$ cat config.mk
export PLATFORM = sky130hd
export DESIGN_NAME = fetch_decode_buffer
export DESIGN_NICKNAME = d
export VERILOG_FILES = /design/src/rtl/fetch_decode_buffer.sv
export SDC_FILE = /design/constraint.sdc
export NUM_CORES = 1
export LEC_CHECK = 0
export CAP_MARGIN = 10
export CORE_UTILIZATION = 54
export CTS_BUF_LIST = sky130_fd_sc_hd__clkbuf_8
export CTS_CLUSTER_SIZE = 20
export DETAILED_ROUTE_END_ITERATION = 7
export GPL_TIMING_DRIVEN = 0
export PLACE_DENSITY = 0.87
export SYNTH_ARGS = -nofsm -noshare
export SYNTH_HDL_FRONTEND = slang
export SYNTH_SLANG_ARGS = --single-unit
$ cat constraint.sdc
create_clock -name clk_i -period 7.85 [get_ports clk_i]
set_input_delay 1.1775 -clock clk_i [delete_from_list [all_inputs] [get_ports clk_i]]
set_output_delay 1.1775 -clock clk_i [all_outputs]
set_load 0.01 [all_outputs]
$ cat src/rtl/fetch_decode_buffer.sv
// Fetch-to-decode instruction buffer: DEPTH-entry FIFO between instruction memory and decode,
// with fault-aware instruction zeroing, illegal-opcode flagging and squash flush.
module fetch_decode_buffer #(
  parameter int DEPTH = 2,
  parameter int LVL_W = 2
) (
  input  logic              clk_i,
  input  logic              rst_ni,
  input  logic              fetch_in_valid_i,
  input  logic [31:0]       fetch_in_pc_i,
  input  logic [31:0]       fetch_in_instr_i,
  input  logic              fetch_in_fault_fetch_i,
  input  logic              fetch_in_fault_page_i,
  output logic              fetch_in_accept_o,
  input  logic              squash_decode_i,
  output logic              fetch_out_valid_o,
  output logic [31:0]       fetch_out_pc_o,
  output logic [31:0]       fetch_out_instr_o,
  output logic              fetch_out_fault_fetch_o,
  output logic              fetch_out_fault_page_o,
  output logic              fetch_out_instr_invalid_o,
  input  logic              fetch_out_accept_i,
  output logic [LVL_W-1:0]  level_o
);

  localparam int PTR_W = $clog2(DEPTH);

  logic [31:0]      pc_mem          [DEPTH];
  logic [31:0]      instr_mem       [DEPTH];
  logic             fault_fetch_mem [DEPTH];
  logic             fault_page_mem  [DEPTH];

  logic [PTR_W-1:0] wr_ptr, rd_ptr;
  logic [LVL_W-1:0] count;
  logic             push, pop;

  function automatic logic is_illegal(input logic [31:0] instr);
    logic legal;
    case (instr[6:0])
      7'b0110111, 7'b0010111, 7'b1101111, 7'b1100111, 7'b1100011, 7'b0000011,
      7'b0100011, 7'b0010011, 7'b0110011, 7'b0001111, 7'b1110011: legal = 1'b1;
      default:                                                     legal = 1'b0;
    endcase
    return !(legal && (instr[1:0] == 2'b11));
  endfunction

  assign fetch_in_accept_o = (count != LVL_W'(DEPTH));
  assign fetch_out_valid_o = (count != '0);
  assign level_o           = count;

  // Squash overrides both sides of the handshake.
  assign push = fetch_in_valid_i & fetch_in_accept_o & ~squash_decode_i;
  assign pop  = fetch_out_valid_o & fetch_out_accept_i & ~squash_decode_i;

  always_ff @(posedge clk_i) begin
    if (!rst_ni || squash_decode_i) begin
      wr_ptr <= '0;
      rd_ptr <= '0;
      count  <= '0;
    end else begin
      if (push) wr_ptr <= wr_ptr + PTR_W'(1);
      if (pop)  rd_ptr <= rd_ptr + PTR_W'(1);
      case ({push, pop})
        2'b10:   count <= count + LVL_W'(1);
        2'b01:   count <= count - LVL_W'(1);
        default: count <= count;
      endcase
    end
  end

  // Storage carries no reset; occupancy alone decides what is visible.
  always_ff @(posedge clk_i) begin
    if (push) begin
      pc_mem[wr_ptr]          <= fetch_in_pc_i;
      instr_mem[wr_ptr]       <= (fetch_in_fault_fetch_i | fetch_in_fault_page_i) ? 32'h0
                                                                                   : fetch_in_instr_i;
      fault_fetch_mem[wr_ptr] <= fetch_in_fault_fetch_i;
      fault_page_mem[wr_ptr]  <= fetch_in_fault_page_i;
    end
  end

  always_comb begin
    fetch_out_pc_o            = '0;
    fetch_out_instr_o         = '0;
    fetch_out_fault_fetch_o   = 1'b0;
    fetch_out_fault_page_o    = 1'b0;
    fetch_out_instr_invalid_o = 1'b0;
    if (fetch_out_valid_o) begin
      fetch_out_pc_o            = pc_mem[rd_ptr];
      fetch_out_instr_o         = instr_mem[rd_ptr];
      fetch_out_fault_fetch_o   = fault_fetch_mem[rd_ptr];
      fetch_out_fault_page_o    = fault_page_mem[rd_ptr];
      fetch_out_instr_invalid_o = ~(fault_fetch_mem[rd_ptr] | fault_page_mem[rd_ptr])
                                  & is_illegal(instr_mem[rd_ptr]);
    end
  end

endmodule
==> results of run 1 <==
## cell usage in the layout (no fill, tap or decap), drive strengths merged
master,instances
xor2,2
or4,1
o32ai,1
a2111oi,2
clkinvlp,2
nor2b,2
inv,5
nor2,76
nor3,1
nor3b,1
dfxtp,5
clkinv,8
and2,32
clkbuf,22
edfxtp,132
or3b,1
clkdlybuf4s50,141
a41oi,1
o21ai,1
xnor2,2
or3,1
nand2,2
ha,1
nand3b,2
a21oi,4
buf,17
bufinv,4
nand2b,4
mux2i,66
## logic make-up (layout without fill, tap and decap cells)
logic type               count (synthesis)  in the layout  synth area share
AO/OA/AOI/OAI                            9              9           0.01090
XOR/XNOR                                 4              4          0.006358
adder cells (fa/ha/maj)                  1              1          0.002270
buffers and inverters                   22            199           0.01793
flip-flops                             137            137            0.7373
multiplexers                            66             66            0.1199
AND/OR/NAND/NOR                        123            123            0.1053
## tightest hold or removal path: cells and delay by family, from the launching register on
kind / cells / cell delay, ns
XOR/XNOR: 1 / 0.08
flip-flops: 1 / 0.32
AND/OR/NAND/NOR: 1 / 0.08
## power by group
part	switching (uW)	internal (uW)
combinational	50.3	64.8
sequential	6.28	821
clock	261	341
total	317	1230
## final timing paths
check                           cells past startpoint  slack, ns                        end                 startpoint
worst max-delay path                                5       4.20  fetch_out_instr_invalid_o  instr_mem[0][6]$_DFFE_PP_
worst min-delay path                                2       0.52        rd_ptr$_SDFFE_PP0P_        rd_ptr$_SDFFE_PP0P_
worst max register to register                      4       5.83    pc_mem[0][21]$_DFFE_PP_    level_o[0]$_SDFFE_PP0P_
worst min register to register                      2       0.52        rd_ptr$_SDFFE_PP0P_        rd_ptr$_SDFFE_PP0P_
## stage by stage
step / setup slack (ns) / cell area [sq um] / std cells / hold slack [ns]
after global routing: 4.066 / 7615 / 672 / 0.5415
after CTS: 4.173 / 7615 / 672 / 0.5257
final: 4.199 / 7615 / 672 / 0.5208
after global placement: 1.278 / 7089 / 636 / 0.4857
after floorplan: 3.175 / 5512 / 362 / 0.4725
after detailed placement: 4.656 / 7199 / 640 / 0.4982
## registers in the layout, summed over array words and instances, names as in the netlist, named ones only
name	flops
pc_mem	64
instr_mem	64
rd_ptr	1
level_o	2
fault_page_mem	2
wr_ptr	1
fault_fetch_mem	2
## synthesized netlist by cell type
cell type	number	share of area
a41oi_1	1	0.0016
or4_1	1	0.0014
buf_2	7	0.0064
ha_1	1	0.0023
nand2_1	2	0.0014
nor2b_1	2	0.0023
or3_1	1	0.0011
a2111oi_0	2	0.0032
buf_1	4	0.0027
buf_4	2	0.0027
o32ai_1	1	0.0016
clkbuf_1	5	0.0034
o21ai_0	1	0.00091
nor3_1	1	0.00091
xor2_1	2	0.0032
nand2b_1	4	0.0045
inv_1	4	0.0027
xnor2_1	2	0.0032
edfxtp_1	132	0.72
a21oi_1	4	0.0036
nor3b_1	1	0.0014
or3b_1	1	0.0016
nand3b_1	2	0.0027
and2_1	32	0.036
mux2i_1	66	0.12
dfxtp_1	5	0.018
nor2_1	76	0.052
## metal layers
layer,part of all wire,up-vias
met1,0.39,1636
met3,0.060,15
met5,0,-
met2,0.53,121
li1,-,1641
met4,0.016,0
## cell type report
type / count / area, sq um / share of cell area
Clock inverter: 15 / 181.4 / 0.02383
Buffer: 18 / 83.83 / 0.01101
Tap cell: 133 / 166.4 / 0.02185
Clock buffer: 17 / 234.0 / 0.03073
Inverter: 4 / 15.01 / 0.001972
Sequential cell: 137 / 4064 / 0.5337
Multi-Input combinational cell: 203 / 1364 / 0.1791
Timing Repair Buffer: 145 / 1506 / 0.1978
==> flow_metrics.env, run 1 <==
export IMPL_initial_utilization=0.5613
export IMPL_grt_max_degree=30
export IMPL_final_hold_violation_count=0
export IMPL_crit_required_ns=6.67
export IMPL_die_height_um=103.0
export IMPL_drive_above_1_share=0.07792
export IMPL_drc=0
export IMPL_clk_latency_ns=0.44
export IMPL_fmax_ghz=0.2739
export IMPL_worstPathArrival_ns=2.47
export IMPL_busiest_layer="met2"
export IMPL_grt_pass1_wl_um=17240
export IMPL_utilization=0.7755
export IMPL_grt_pass1_vias=3487
export IMPL_netlist_area_sq_um=5512
export IMPL_clkTransAtPathRegs_ns=0.07
export IMPL_cp_end_kind="output port"
export IMPL_grt_use_total=0.2277
export IMPL_syn_inst=362
export IMPL_ir_drop_mv=0.1260
export IMPL_rows=36
export IMPL_viasPerCell=5.079
export IMPL_first_pass_iters=6
export IMPL_yosys_register_bits=137
export IMPL_htree_levels=4
export IMPL_synth_seq_area_share=0.7373
export IMPL_cts_resized=0
export IMPL_path_cells="or3b_1 -> a2111oi_0 -> or4_1 -> a41oi_1 -> clkdlybuf4s50_1"
export IMPL_cpLargestDelayFamily="simple AND/OR/NAND/NOR gates"
export IMPL_place_congestion=0.8090
export IMPL_cts_setup_buffers=0
export IMPL_period_share=0.4650
export IMPL_finalPower_uw=1544
export IMPL_critPathMaxFanout=5
export IMPL_skew_ns=0.01163
export IMPL_cts_hold_buf=0
export IMPL_power_density_nw_per_um2=202.7
export IMPL_slew_headroom=0.5531
export IMPL_cts_tree="done"
export IMPL_fin_crit_ns=3.651
export IMPL_crit_type="flop to output port"
export IMPL_grt_ovfl_total=0
export IMPL_fp_dieArea_sq_um=10610
export IMPL_num_nets_final=598
export IMPL_dr_first_iter_drc_count=145
export IMPL_cap_violations=0
export IMPL_cts_root_buf="clkbuf_8"
export IMPL_use_met3=0.06780
export IMPL_cpPeakStageDelay_ns=0.53
export IMPL_synth_cell_types=27
export IMPL_hp_class="flop to flop"
export IMPL_antenna_found_initial=0
export IMPL_wl_um=11590
export IMPL_hpwl_um=8080
export IMPL_core_sq_um=9819
export IMPL_tns_ns=0
export IMPL_die_w_um=103.0
export IMPL_cellLeakagePower_uw=0.002466
export IMPL_vias=3413
export IMPL_ios=142
export IMPL_use_met2=0.4072
export IMPL_postRouteAntennaNets=0
export IMPL_grt_util_met1=0.2550
export IMPL_crit_buf_inv=1
export IMPL_status="finished clean"
export IMPL_antennaDiodeCount=0
export IMPL_finalSetupViolations=0
export IMPL_maxSlewViolCount=0
export IMPL_area_growth_pct=38.16
export IMPL_synth_net_count=434
export IMPL_grt_setup_unrepaired="no"
export IMPL_clock_sinks=137
export IMPL_wl_per_cell_um=17.25
export IMPL_numCtsBuffers=17
export IMPL_port_buffers=141
export IMPL_synth_avg_cell_area_sq_um=15.23
export IMPL_clockBufferDepth=2
export IMPL_yosysWarnings=0
export IMPL_tightestPinTransition_ns=0.6688
export IMPL_cp_start_kind="flop"
export IMPL_critPathSlowestCell="clkdlybuf4s50_1"
export IMPL_n_fill_cell=610
(Power assumes the default switching activity.)
==> run 2, diff against run 1 <==
--- a/config.mk
+++ b/config.mk
@@ -6,12 +6,12 @@
 export NUM_CORES = 1
 export LEC_CHECK = 0
 export CAP_MARGIN = 10
-export CORE_UTILIZATION = 54
+export CORE_UTILIZATION = 50
 export CTS_BUF_LIST = sky130_fd_sc_hd__clkbuf_8
 export CTS_CLUSTER_SIZE = 20
 export DETAILED_ROUTE_END_ITERATION = 7
 export GPL_TIMING_DRIVEN = 0
-export PLACE_DENSITY = 0.87
+export PLACE_DENSITY = 0.82
 export SYNTH_ARGS = -nofsm -noshare
 export SYNTH_HDL_FRONTEND = slang
 export SYNTH_SLANG_ARGS = --single-unit
==> constraint.sdc (replaced) <==
create_clock -name clk_i -period 3.7 [get_ports clk_i]
set_input_delay 0.555 -clock clk_i [delete_from_list [all_inputs] [get_ports clk_i]]
set_output_delay 0.555 -clock clk_i [all_outputs]
set_load 0.01 [all_outputs]
==> run 2 against run 1 <==
Compared with the run above: sequential share of layout area down 0.053 points; wire length down 2.9%; largest power group unchanged; sequential cell count unchanged; highest routed layer unchanged.
==> flow_metrics.env, run 2 (same netlist as run 1, synthesis figures left out) <==
export IMPL_r2r_start="level_o[0]$_SDFFE_PP0P_"
export IMPL_grt_setup_unrepaired="no"
export IMPL_cts_tree="done"
export IMPL_n_fill_cell=721
export IMPL_power_density_nw_per_um2=428.7
export IMPL_fp_dieArea_sq_um=11450
export IMPL_crit_start="level_o[0]$_SDFFE_PP0P_"
export IMPL_dp_cells=643
export IMPL_cts_root_buf="clkbuf_8"
export IMPL_wl_per_cell_um=16.67
export IMPL_grt_pass1_wl_um=17820
export IMPL_endpoint="fetch_out_pc_o[12]"
export IMPL_crit_required_ns=3.14
export IMPL_antenna_found_initial=0
export IMPL_place_congestion=0.7538
export IMPL_reg2reg_depth=4
export IMPL_cellLeakagePower_uw=0.002480
export IMPL_worstPathArrival_ns=2.48
export IMPL_cts_setup_buffers=0
export IMPL_fin_ws_ns=0.6626
export IMPL_finalPower_uw=3268
export IMPL_r2r_setup_slack_ns=1.68
export IMPL_cts_hold_buf=0
export IMPL_clockBufferDepth=2
export IMPL_reg2reg_to="pc_mem[1][4]$_DFFE_PP_"
export IMPL_drc=0
export IMPL_grt_use_total=0.2116
export IMPL_crit_type="flop to output port"
export IMPL_period_share=0.8209
export IMPL_viasPerCell=5.025
export IMPL_clkTransAtPathRegs_ns=0.07
export IMPL_cp_end_kind="output port"
export IMPL_finalSetupViolations=0
export IMPL_pre_cts_slack_ns=1.130
export IMPL_core_sq_um=10510
export IMPL_dr_first_iter_drc_count=139
export IMPL_tightestPinTransition_ns=0.6469
export IMPL_fin_crit_ns=3.037
export IMPL_htree_levels=4
export IMPL_hp_class="flop to flop"
export IMPL_multi_input_area_sq_um=1364
export IMPL_port_buffers=141
export IMPL_antennaDiodeCount=0
export IMPL_first_pass_iters=4
export IMPL_cp_start_kind="flop"
export IMPL_skew_ns=0.006050
export IMPL_ios=142
export IMPL_grt_max_degree=30
export IMPL_slew_headroom=0.5677
export IMPL_final_cell_mix="clkdlybuf4s50_1 (141), edfxtp_1 (132), nor2_1 (74)"
export IMPL_numCtsBuffers=17
export IMPL_ir_drop_mv=0.3259
export IMPL_drive_above_1_share=0.08349
export IMPL_layout_commonest_cell="clkdlybuf4s50_1"
export IMPL_area_growth_pct=38.30
export IMPL_cap_violations=0
export IMPL_final_hold_violation_count=0
export IMPL_fmax_ghz=0.3292
export IMPL_initial_utilization=0.5245
export IMPL_postRouteAntennaNets=0
export IMPL_hpwl_um=7840
export IMPL_die_w_um=107.0
export IMPL_reg_top3="instr_mem x64, pc_mem x64"
export IMPL_wl_um=11250
export IMPL_num_nets_final=598
export IMPL_grt_ovfl_total=0
export IMPL_critPathMaxFanout=10
export IMPL_status="finished clean"
export IMPL_clk_latency_ns=0.43
export IMPL_rows=37
export IMPL_dpl_instance_area_sq_um=7203
export IMPL_maxSlewViolCount=0
export IMPL_cts_resized=0
export IMPL_hold_slack_ns=0.5151
export IMPL_final_seq_area_sq_um=4064
export IMPL_stdcell_area_sq_um=7622
export IMPL_grt_pass1_vias=3657
export IMPL_die_height_um=107.0
export IMPL_final_cells=675
export IMPL_vias=3392
export IMPL_clock_sinks=137
## run 2: layout make-up
class,instances,share of cell area
flip-flops and latches,137,0.5332
repair buffers,145,0.1976
multi-input cells,203,0.1789
clock buffers,17,0.03070
clock inverters,15,0.02429
well taps,136,0.02232
plain buffers,18,0.01100
inverters,4,0.001970
## run 2: worst min path at each step
stage                                   start                   to  cells after the start
after floorplan           rd_ptr$_SDFFE_PP0P_                 flop                      2
after global placement    rd_ptr$_SDFFE_PP0P_  rd_ptr$_SDFFE_PP0P_                      2
after detailed placement  rd_ptr$_SDFFE_PP0P_  rd_ptr$_SDFFE_PP0P_                      2
after CTS                 rd_ptr$_SDFFE_PP0P_  rd_ptr$_SDFFE_PP0P_                      2
after global routing      rd_ptr$_SDFFE_PP0P_  rd_ptr$_SDFFE_PP0P_                      2
final                     rd_ptr$_SDFFE_PP0P_  rd_ptr$_SDFFE_PP0P_                      2
## run 2: per-layer routing
layer | wire length (um) | track usage | vias up
met4 | 152 | 0.08415 | 0
met3 | 686 | 0.06565 | 12
met1 | 4420 | 0.2334 | 1628
met5 | 0 | 0 | -
met2 | 5994 | 0.3788 | 114
li1 | - | - | 1638
## run 2: worst max-delay path: stages, from the launching register on
cell and delay [ns]:
dfxtp_1 0.36, nor2_1 0.33, buf_2 0.31, buf_1 0.42, nor2_1 0.13, clkdlybuf4s50_1 0.51
## run 2: power by group
part           switching [uW]  total, uW  internal, uW  leakage, uW
sequential               12.3       1750          1740      0.00126
combinational             105        243           138     0.000998
clock                     547       1270           724     0.000217
total                     665       3270          2600      0.00248
## run 2: per-stage QoR
stage | util | TNS, ns
floorplan | - | -50.18
global placement | 0.6750 | -306.62
detailed placement | 0.6854 | 0
CTS | 0.7253 | 0
global route | 0.7253 | 0
finish | 0.7253 | 0
